### config.mk
export PLATFORM = sky130hd
export DESIGN_NAME = bcd_down_timer
export DESIGN_NICKNAME = d
export VERILOG_FILES = /design/src/rtl/bcd_down_timer_pkg.sv /design/src/rtl/bcd_down_timer_btn_conditioner.sv /design/src/rtl/bcd_down_timer.sv
export SDC_FILE = /design/constraint.sdc
export NUM_CORES = 1
export LEC_CHECK = 0
export ABC_AREA = 1
export BUFFER_PORTS_ARGS = -buffer_cell sky130_fd_sc_hd__buf_2
export CAP_MARGIN = 30
export CORE_UTILIZATION = 67
export DETAILED_ROUTE_END_ITERATION = 8
export PLACE_DENSITY = 0.85
export SLEW_MARGIN = 40
export SYNTH_ARGS = -nofsm -noshare
export SYNTH_HDL_FRONTEND = slang
export SYNTH_SLANG_ARGS = --single-unit
### constraint.sdc
create_clock -name clk -period 8 [get_ports clk]
set_input_delay 1.6 -clock clk [delete_from_list [all_inputs] [get_ports clk]]
set_output_delay 1.6 -clock clk [all_outputs]
set_load 0.1 [all_outputs]
### src/rtl/bcd_down_timer_pkg.sv
// Shared FSM encoding, seven-segment constants and BCD helpers for the
// BCD down timer.
package bcd_down_timer_pkg;

  typedef enum logic [1:0] {
    ST_IDLE  = 2'd0,
    ST_RUN   = 2'd1,
    ST_PAUSE = 2'd2,
    ST_DONE  = 2'd3
  } state_e;

  // Active-low segments, bit order gfedcba.
  localparam logic [6:0] SEG_0     = 7'b1000000;
  localparam logic [6:0] SEG_1     = 7'b1111001;
  localparam logic [6:0] SEG_2     = 7'b0100100;
  localparam logic [6:0] SEG_3     = 7'b0110000;
  localparam logic [6:0] SEG_4     = 7'b0011001;
  localparam logic [6:0] SEG_5     = 7'b0010010;
  localparam logic [6:0] SEG_6     = 7'b0000010;
  localparam logic [6:0] SEG_7     = 7'b1111000;
  localparam logic [6:0] SEG_8     = 7'b0000000;
  localparam logic [6:0] SEG_9     = 7'b0010000;
  localparam logic [6:0] SEG_BLANK = 7'b1111111;

  localparam logic [3:0] BCD_MAX = 4'd9;

  function automatic logic [3:0] bcd_clamp(input logic [3:0] d);
    return (d > BCD_MAX) ? BCD_MAX : d;
  endfunction

endpackage

### src/rtl/bcd_down_timer_btn_conditioner.sv
// Raw button conditioning: two-flop synchronizer, stability filter and a
// one-clock pulse on each accepted rising level.
module btn_conditioner #(
  parameter int DEB_CYCLES = 500_000
) (
  input  logic clk,
  input  logic rst,
  input  logic btn_raw,
  output logic pulse
);

  localparam int            CW       = $clog2(DEB_CYCLES + 1);
  localparam logic [CW-1:0] CNT_LAST = CW'(DEB_CYCLES - 1);

  logic          sync1_q, sync1_d;
  logic          sync2_q, sync2_d;
  logic          stable_q, stable_d;
  logic          pulse_q, pulse_d;
  logic [CW-1:0] cnt_q, cnt_d;

  // A new level is accepted only after DEB_CYCLES consecutive differing samples.
  always_comb begin
    sync1_d  = btn_raw;
    sync2_d  = sync1_q;
    stable_d = stable_q;
    cnt_d    = '0;
    if (sync2_q != stable_q) begin
      if (cnt_q == CNT_LAST) begin
        stable_d = sync2_q;
        cnt_d    = '0;
      end else begin
        cnt_d = cnt_q + CW'(1);
      end
    end else begin
      cnt_d = '0;
    end
    pulse_d = stable_d & ~stable_q;
  end

  always_ff @(posedge clk or posedge rst) begin
    if (rst) begin
      sync1_q  <= 1'b0;
      sync2_q  <= 1'b0;
      stable_q <= 1'b0;
      pulse_q  <= 1'b0;
      cnt_q    <= '0;
    end else begin
      sync1_q  <= sync1_d;
      sync2_q  <= sync2_d;
      stable_q <= stable_d;
      pulse_q  <= pulse_d;
      cnt_q    <= cnt_d;
    end
  end

  assign pulse = pulse_q;

endmodule

### src/rtl/bcd_down_timer.sv
// Two-digit BCD countdown with load and start/pause buttons, 1 Hz decrement
// and a four-slot multiplexed seven-segment display (upper two slots blank).
module bcd_down_timer
  import bcd_down_timer_pkg::*;
#(
  parameter int CLK_HZ     = 50_000_000,
  parameter int SCAN_DIV   = 50_000,
  parameter int DEB_CYCLES = 500_000
) (
  input  logic       clk,
  input  logic       reset,
  input  logic       btnd,
  input  logic       btnl,
  input  logic [7:0] sw,
  output logic [6:0] leds,
  output logic [3:0] ano,
  output logic       done
);

  localparam int            DW        = $clog2(CLK_HZ + 1);
  localparam logic [DW-1:0] DIV_LAST  = DW'(CLK_HZ - 1);
  localparam int            SW_W      = $clog2(SCAN_DIV + 1);
  localparam logic [SW_W-1:0] SCAN_LAST = SW_W'(SCAN_DIV - 1);

  logic rst_meta_q, rst_q;
  logic start_p, load_p;

  state_e            state_q, state_d;
  logic [3:0]        tens_q, tens_d, ones_q, ones_d;
  logic [DW-1:0]     div_q, div_d;
  logic              blink_q, blink_d;
  logic              done_q, done_d;
  logic [SW_W-1:0]   scan_q, scan_d;
  logic [1:0]        slot_q, slot_d;
  logic [6:0]        leds_q, leds_d;
  logic [3:0]        ano_q, ano_d;
  logic              tick, cnt_nz, dec_to_zero, blank_digits, show;
  logic [3:0]        digit;
  logic [6:0]        seg;

  // Reset asserts asynchronously everywhere but releases two clocks later.
  always_ff @(posedge clk or posedge reset) begin
    if (reset) begin
      rst_meta_q <= 1'b1;
      rst_q      <= 1'b1;
    end else begin
      rst_meta_q <= 1'b0;
      rst_q      <= rst_meta_q;
    end
  end

  btn_conditioner #(.DEB_CYCLES(DEB_CYCLES)) u_btn_start (
    .clk(clk), .rst(rst_q), .btn_raw(btnd), .pulse(start_p)
  );

  btn_conditioner #(.DEB_CYCLES(DEB_CYCLES)) u_btn_load (
    .clk(clk), .rst(rst_q), .btn_raw(btnl), .pulse(load_p)
  );

  assign tick        = (div_q == DIV_LAST);
  assign cnt_nz      = (tens_q != 4'd0) || (ones_q != 4'd0);
  assign dec_to_zero = (tens_q == 4'd0) && (ones_q == 4'd1);

  always_ff @(posedge clk or posedge rst_q) begin
    if (rst_q) begin
      state_q <= ST_IDLE;
    end else begin
      state_q <= state_d;
    end
  end

  // Load overrides everything; a tick reaching 00 wins over a pause press.
  always_comb begin
    state_d = state_q;
    if (load_p) begin
      state_d = ST_IDLE;
    end else begin
      case (state_q)
        ST_IDLE:  state_d = (start_p && cnt_nz) ? ST_RUN : ST_IDLE;
        ST_RUN: begin
          if (tick && dec_to_zero) begin
            state_d = ST_DONE;
          end else if (start_p) begin
            state_d = ST_PAUSE;
          end else begin
            state_d = ST_RUN;
          end
        end
        ST_PAUSE: state_d = start_p ? ST_RUN : ST_PAUSE;
        ST_DONE:  state_d = ST_DONE;
        default:  state_d = ST_IDLE;
      endcase
    end
  end

  always_comb begin
    done_d       = (state_d == ST_DONE);
    blank_digits = (state_q == ST_DONE) && blink_q;
  end

  always_comb begin
    tens_d = tens_q;
    ones_d = ones_q;
    if (load_p) begin
      tens_d = bcd_clamp(sw[7:4]);
      ones_d = bcd_clamp(sw[3:0]);
    end else if ((state_q == ST_RUN) && tick) begin
      if (ones_q == 4'd0) begin
        ones_d = 4'd9;
        tens_d = tens_q - 4'd1;
      end else begin
        ones_d = ones_q - 4'd1;
      end
    end else begin
      tens_d = tens_q;
      ones_d = ones_q;
    end
  end

  // Divider restarts on entry to RUN so the first decrement is a full second away.
  always_comb begin
    if ((state_d == ST_RUN) && (state_q != ST_RUN)) begin
      div_d = '0;
    end else if (tick) begin
      div_d = '0;
    end else begin
      div_d = div_q + DW'(1);
    end
    if (state_d != ST_DONE) begin
      blink_d = 1'b0;
    end else if ((state_q == ST_DONE) && tick) begin
      blink_d = ~blink_q;
    end else begin
      blink_d = blink_q;
    end
    if (scan_q == SCAN_LAST) begin
      scan_d = '0;
      slot_d = slot_q + 2'd1;
    end else begin
      scan_d = scan_q + SW_W'(1);
      slot_d = slot_q;
    end
  end

  always_comb begin
    ano_d = 4'b1111;
    digit = 4'd0;
    show  = 1'b0;
    case (slot_q)
      2'd0:    begin ano_d = 4'b1110; digit = ones_q; show = ~blank_digits; end
      2'd1:    begin ano_d = 4'b1101; digit = tens_q; show = ~blank_digits; end
      default: begin ano_d = 4'b1111; digit = 4'd0;   show = 1'b0;          end
    endcase
    case (digit)
      4'd0:    seg = SEG_0;
      4'd1:    seg = SEG_1;
      4'd2:    seg = SEG_2;
      4'd3:    seg = SEG_3;
      4'd4:    seg = SEG_4;
      4'd5:    seg = SEG_5;
      4'd6:    seg = SEG_6;
      4'd7:    seg = SEG_7;
      4'd8:    seg = SEG_8;
      4'd9:    seg = SEG_9;
      default: seg = SEG_BLANK;
    endcase
    leds_d = show ? seg : SEG_BLANK;
  end

  always_ff @(posedge clk or posedge rst_q) begin
    if (rst_q) begin
      tens_q  <= 4'd0;
      ones_q  <= 4'd0;
      div_q   <= '0;
      blink_q <= 1'b0;
      done_q  <= 1'b0;
      scan_q  <= '0;
      slot_q  <= 2'd0;
      leds_q  <= SEG_0;
      ano_q   <= 4'b1110;
    end else begin
      tens_q  <= tens_d;
      ones_q  <= ones_d;
      div_q   <= div_d;
      blink_q <= blink_d;
      done_q  <= done_d;
      scan_q  <= scan_d;
      slot_q  <= slot_d;
      leds_q  <= leds_d;
      ano_q   <= ano_d;
    end
  end

  assign leds = leds_q;
  assign ano  = ano_q;
  assign done = done_q;

endmodule

# After elaboration in Yosys (flattened, before gate mapping)

Memories as Yosys holds them, arrays and structs flattened.
Cells that the tools add are included.

Flip-flop bits (word level): 115
ROM bits: 112
Input port bits: 12
Output and inout bits: 12
Word-level logic and storage cells: 103
Memories kept: 1

$add $sub $neg: 7
Order comparisons: 2
Eq/ne operators: 15
Muxes and demuxes: 31
Bitwise gates (word level): 6
Reduce and logical (&&, ||, !) cells: 19

Memories:

| memory           | depth | width | rd ports | clocked after Yosys merged registers in | write ports | line                  | text |
|---|---|---|---|---|---|---|---|
| (name not given) | 16    | 7     | 1        | 0                                       | 0           | bcd_down_timer.sv:154 | `case (digit)` |

Operator list:

| operator                                              | count |
|---|---|
| 2-to-1 mux 19 bit                                     | 4 |
| 2-to-1 mux 26 bit                                     | 2 |
| adder 19 x 1 -> 19 bit (second input constant)        | 2 |
| equality test 19 bit (second input constant)          | 2 |
| 2-to-1 mux 4 bit                                      | 8 |
| adder 26 x 1 -> 26 bit (second input constant)        | 1 |
| equality test 26 bit (second input constant)          | 1 |
| adder 16 x 1 -> 16 bit (second input constant)        | 1 |
| equality test 16 bit (second input constant)          | 1 |
| 2-to-1 mux 16 bit                                     | 1 |
| greater-than comparator 4 bit (second input constant) | 2 |
| logical NOT 4 bit                                     | 2 |
| 2-to-1 mux 1 bit                                      | 8 |
| 2-to-1 mux 2 bit                                      | 4 |
| case mux 2 bit (4 select lines)                       | 1 |
| case mux 4 bit (2 select lines)                       | 1 |
| nonzero test 4 bit                                    | 2 |
| subtractor 4 x 1 -> 4 bit (second input constant)     | 2 |
| logical AND 1 bit                                     | 7 |
| 2-to-1 mux 7 bit                                      | 1 |
| equality test 2 x 1 -> 1 bit (second input constant)  | 3 |
| equality test 2 bit (second input constant)           | 3 |
| nonzero test 2 bit                                    | 3 |
| equality test 4 x 1 -> 1 bit (second input constant)  | 1 |
| 11 further kinds                                      | 17 |

# Depth between registers and ports, before layout

Word-level depth: 9
Gate-level depth with buffers: 13

# Modules after synthesis

A second synthesis with hierarchy kept.

Cell total of the unflattened synthesis: 833
Area total of the unflattened synthesis: 6356.1 um^2

By module, submodules not included:

| module          | times used | cells each | area an instance (um^2) | sequential area each (um^2) |
|---|---|---|---|---|
| bcd_down_timer  | 1          | 519        | 3888.7                  | 1681.6 |
| btn_conditioner | 2          | 157        | 1233.7                  | 575.6 |

# Least setup slack after synthesis

No wires, ideal clock.

Path kind: register -> output
Start: reg ano_q[0], in the netlist ano[0]
End: out ano[0]
Data arrival time: 0.883 ns
Required time: 6.400 ns
Setup slack: 5.517 ns
Cell stages (with the launch flop): 1
Path buffers: 0
Path through: dfrtp_1

RTL lines:

| what                   | line                  | text |
|---|---|---|
| start, declared        | bcd_down_timer.sv:36  | `logic [3:0] ano_q, ano_d;` |
| start signal, assigned | bcd_down_timer.sv:190 | `ano_q <= ano_d;` |
| end, declared          | bcd_down_timer.sv:16  | `output logic [3:0] ano,` |

No word-level cell between the ends.

# Final worst setup path

Start: reg ano_q[1], in the netlist ano[1]
End: out ano[1]

No word-level cell between the ends.

==> impl_metrics.py <==
metrics = {
    "clock_tree": {
        "ctsRootBufferMaster": "clkbuf_8",
        "cts_tree": "built",
        "clkTransAtPathRegs_ps": 60,
        "postCtsSetupBuffers": 0,
        "htree_levels": 4,
        "cts-resized-gates": 0,
        "numCtsBuffers": 17,
        "cts_sinks": 113,
        "hold_buffers": 0,
        "clockBufferDepth": 2,
        "clk_latency_ps": 520,
    },
    "setup_path": {
        "reg2reg_to": "leds[3]",
        "cpMaxStageDelayCell": "dfstp_2",
        "crit_arrival_ps": 1450,
        "crit_required_ps": 6400,
        "path_buf_inv": 1,
        "end_kind": "output pin",
        "worstPathMaxFanout": 1,
        "path_class": "register to output pin",
        "max_stage_delay_ps": 510,
        "r2r-start": "slot_q[0]",
        "cp_top_family": "flip-flops",
        "r2r_cells": 9,
        "crit_chain": "buf_2",
        "startpoint_type": "register",
        "ff2ff_setup_slack_ps": 5800,
    },
    "final_layout": {
        "multiInputGateArea_mm2": 0.00288,
        "finalNetCount": 886,
        "final_common_cell": "nand2_1",
        "fillers": 626,
        "antenna_cells": 0,
        "fin_cells": 984,
        "seqCellArea_mm2": 0.00283,
        "drive_gt1_share_pct": 11.1,
        "synthToLayoutAreaGrowth_pct": 12.5,
        "final_core_util_pct": 77.4,
        "mostFrequentLayoutCells": "nand2_1, inv_1, nor2_1",
    },
    "pwr": {
        "leakage_nw": 3.43,
        "pwr-share-seq_pct": 43.2,
        "swShare_pct": 20.9,
        "p_per_area_mw_per_mm2": 190,
        "p_int_w": 0.00106,
        "vdd_drop_max_v": 0.000202,
        "clock_power_share_pct": 54.6,
        "p_sw_w": 0.000281,
        "p_comb_share_pct": 2.2,
    },
    "global_route": {
        "grt_max_degree": 92,
        "overflow": 0,
        "grt_pass1_wl_mm": 23.3,
        "grt_antenna_before_repair": 0,
        "grt_pass1_vias": 5407,
        "grt_use_total_pct": 30.6,
    },
    "placed_design": {
        "place_inst": 952,
        "place_hpwl_mm": 9.48,
        "numPortBuffers": 21,
        "place.gp.congestion": 0.946,
    },
    "logic_synthesis": {
        "yosysWarnings": 0,
        "synth_seq_cells": 113,
        "synth_area_per_cell_um2": 7.61,
        "yosys.cell_types.count": 44,
        "netlist_area_mm2": 0.00630,
        "yosysSeqAreaShare_pct": 45.0,
        "syn_inst": 827,
    },
    "sta": {
        "layout_min_cycle_time_ps": 3050,
        "finalHoldViolCount": 0,
        "fmax_ghz": 0.328,
        "finClkSkew_ps": 5.98,
        "rsz0062_at_grt": "no",
        "setup_viol": 0,
        "max-slew-margin-rel_pct": 47.5,
        "drv_slew": 0,
        "setup-tns-final_ps": 0,
        "finalCritPeriodShare_pct": 38.1,
        "worst_slew_pin_slew_ps": 783,
    },
    "run": {
        "drv_cap": 0,
    },
    "routing": {
        "drt-total-wl_mm": 13.7,
        "via_count": 5475,
        "drc": 0,
        "routed_via_density": 5.56,
        "post_drt_wl_per_cell_um": 13.9,
        "dr.pass1.iters": 5,
        "ant_nets": 0,
        "drtIter0Drc": 550,
    },
    "hold_path": {
        "hp-class": "register to async pin",
    },
    "die": {
        "core_area_mm2": 0.00915,
        "pin_count": 24,
        "die_h_um": 98.9,
        "start_util_pct": 68.8,
        "dieArea_mm2": 0.00979,
        "dieWidth_um": 98.9,
        "num_rows": 35,
    },
    "run_status": {
        "status": "finished, final reports clean",
    },
}
==> through the flow <==
stage	setup slack, ps	hold slack (ps)	cell area (um^2)	power [W]
3_3_place_gp	5500	201	6490	0.000618
3_5_place_dp	5490	206	6500	0.000620
2_1_floorplan	4740	331	6300	0.000611
5_1_grt	4910	238	7080	0.00139
4_1_cts	4940	213	7080	0.00135
6_report	4950	200	7080	0.00134
==> metal layers <==
metal  global-route usage, %  part of all wire [%]  wire length [um]
met2                    52.1                    50              6900
met1                    35.5                    41              5610
met3                    8.16                   5.4               745
met5                       0                     0                 0
met4                    16.2                   3.3               455
==> synth_stat cells (all sizes together) <==
master	instances	share of area (%)
nand3	46	4.0
or2	8	0.79
o211ai	2	0.24
nand2	176	11
nand3b	2	0.24
and2	2	0.22
a21oi	28	2.2
ha	14	2.8
conb	2	0.12
buf	6	0.79
nand4	33	3.3
a21o	1	0.12
o21ai	27	2.1
nor2	129	8.1
nor3b	3	0.36
a211oi	1	0.12
o21bai	1	0.12
nor3	36	3.0
dfstp	4	1.7
and3	1	0.099
nor2b	1	0.099
o31ai	1	0.12
xor2	26	3.6
clkinv	1	0.060
o22ai	7	0.70
dfrtp	109	43
clkbuf	3	0.20
inv	140	8.3
o21a	2	0.24
nor4	4	0.40
xnor2	9	1.3
a31o	2	0.28
==> cell families after synthesis <==
group,count (synthesis),share of synthesized area [%]
compound gates,72,6.30
buf+inv,150,9.40
other cells,2,0.119
flops,113,45.0
simple gates,441,31.5
xor+xnor,35,4.87
fa+ha+maj,14,2.78
==> worst max-delay path by stage <==
stage | start | end | slack, ps | cells after the start
floorplan | rst_q | ano[0] | 4740 | 1
global placement | leds[6] | leds[6] | 5500 | 1
detailed placement | leds[6] | leds[6] | 5490 | 1
CTS | ano[1] | ano[1] | 4940 | 1
global route | leds[6] | leds[6] | 4910 | 1
finish | ano[1] | ano[1] | 4950 | 1
==> cell type report <==
cell class / instances / area share (%)
clock buffer: 21 / 6.20
clock inverter: 11 / 1.94
inverter: 141 / 7.51
multi-input combinational: 565 / 40.7
sequential: 113 / 40.0
tap: 111 / 1.96
timing repair buffer: 22 / 1.68
==> power by group through the flow <==
stage / clock, W / sequential (W) / combinational (W)
after floorplan: 0 / 0.000589 / 0.0000219
after global placement: 0 / 0.000589 / 0.0000291
after detailed placement: 0 / 0.000590 / 0.0000303
after CTS: 0.000743 / 0.000580 / 0.0000305
after global routing: 0.000771 / 0.000580 / 0.0000351
final: 0.000733 / 0.000580 / 0.0000298
==> sequential cells by signal, summed over array words and instances, names as in the netlist, 4 cells and up <==
name,cells
div_q,26
scan_q,16
ones_q,4
u_btn_start.cnt_q,19
tens_q,4
u_btn_load.cnt_q,19
leds,7
No activity file was read; power rests on OpenSTA's default activity.
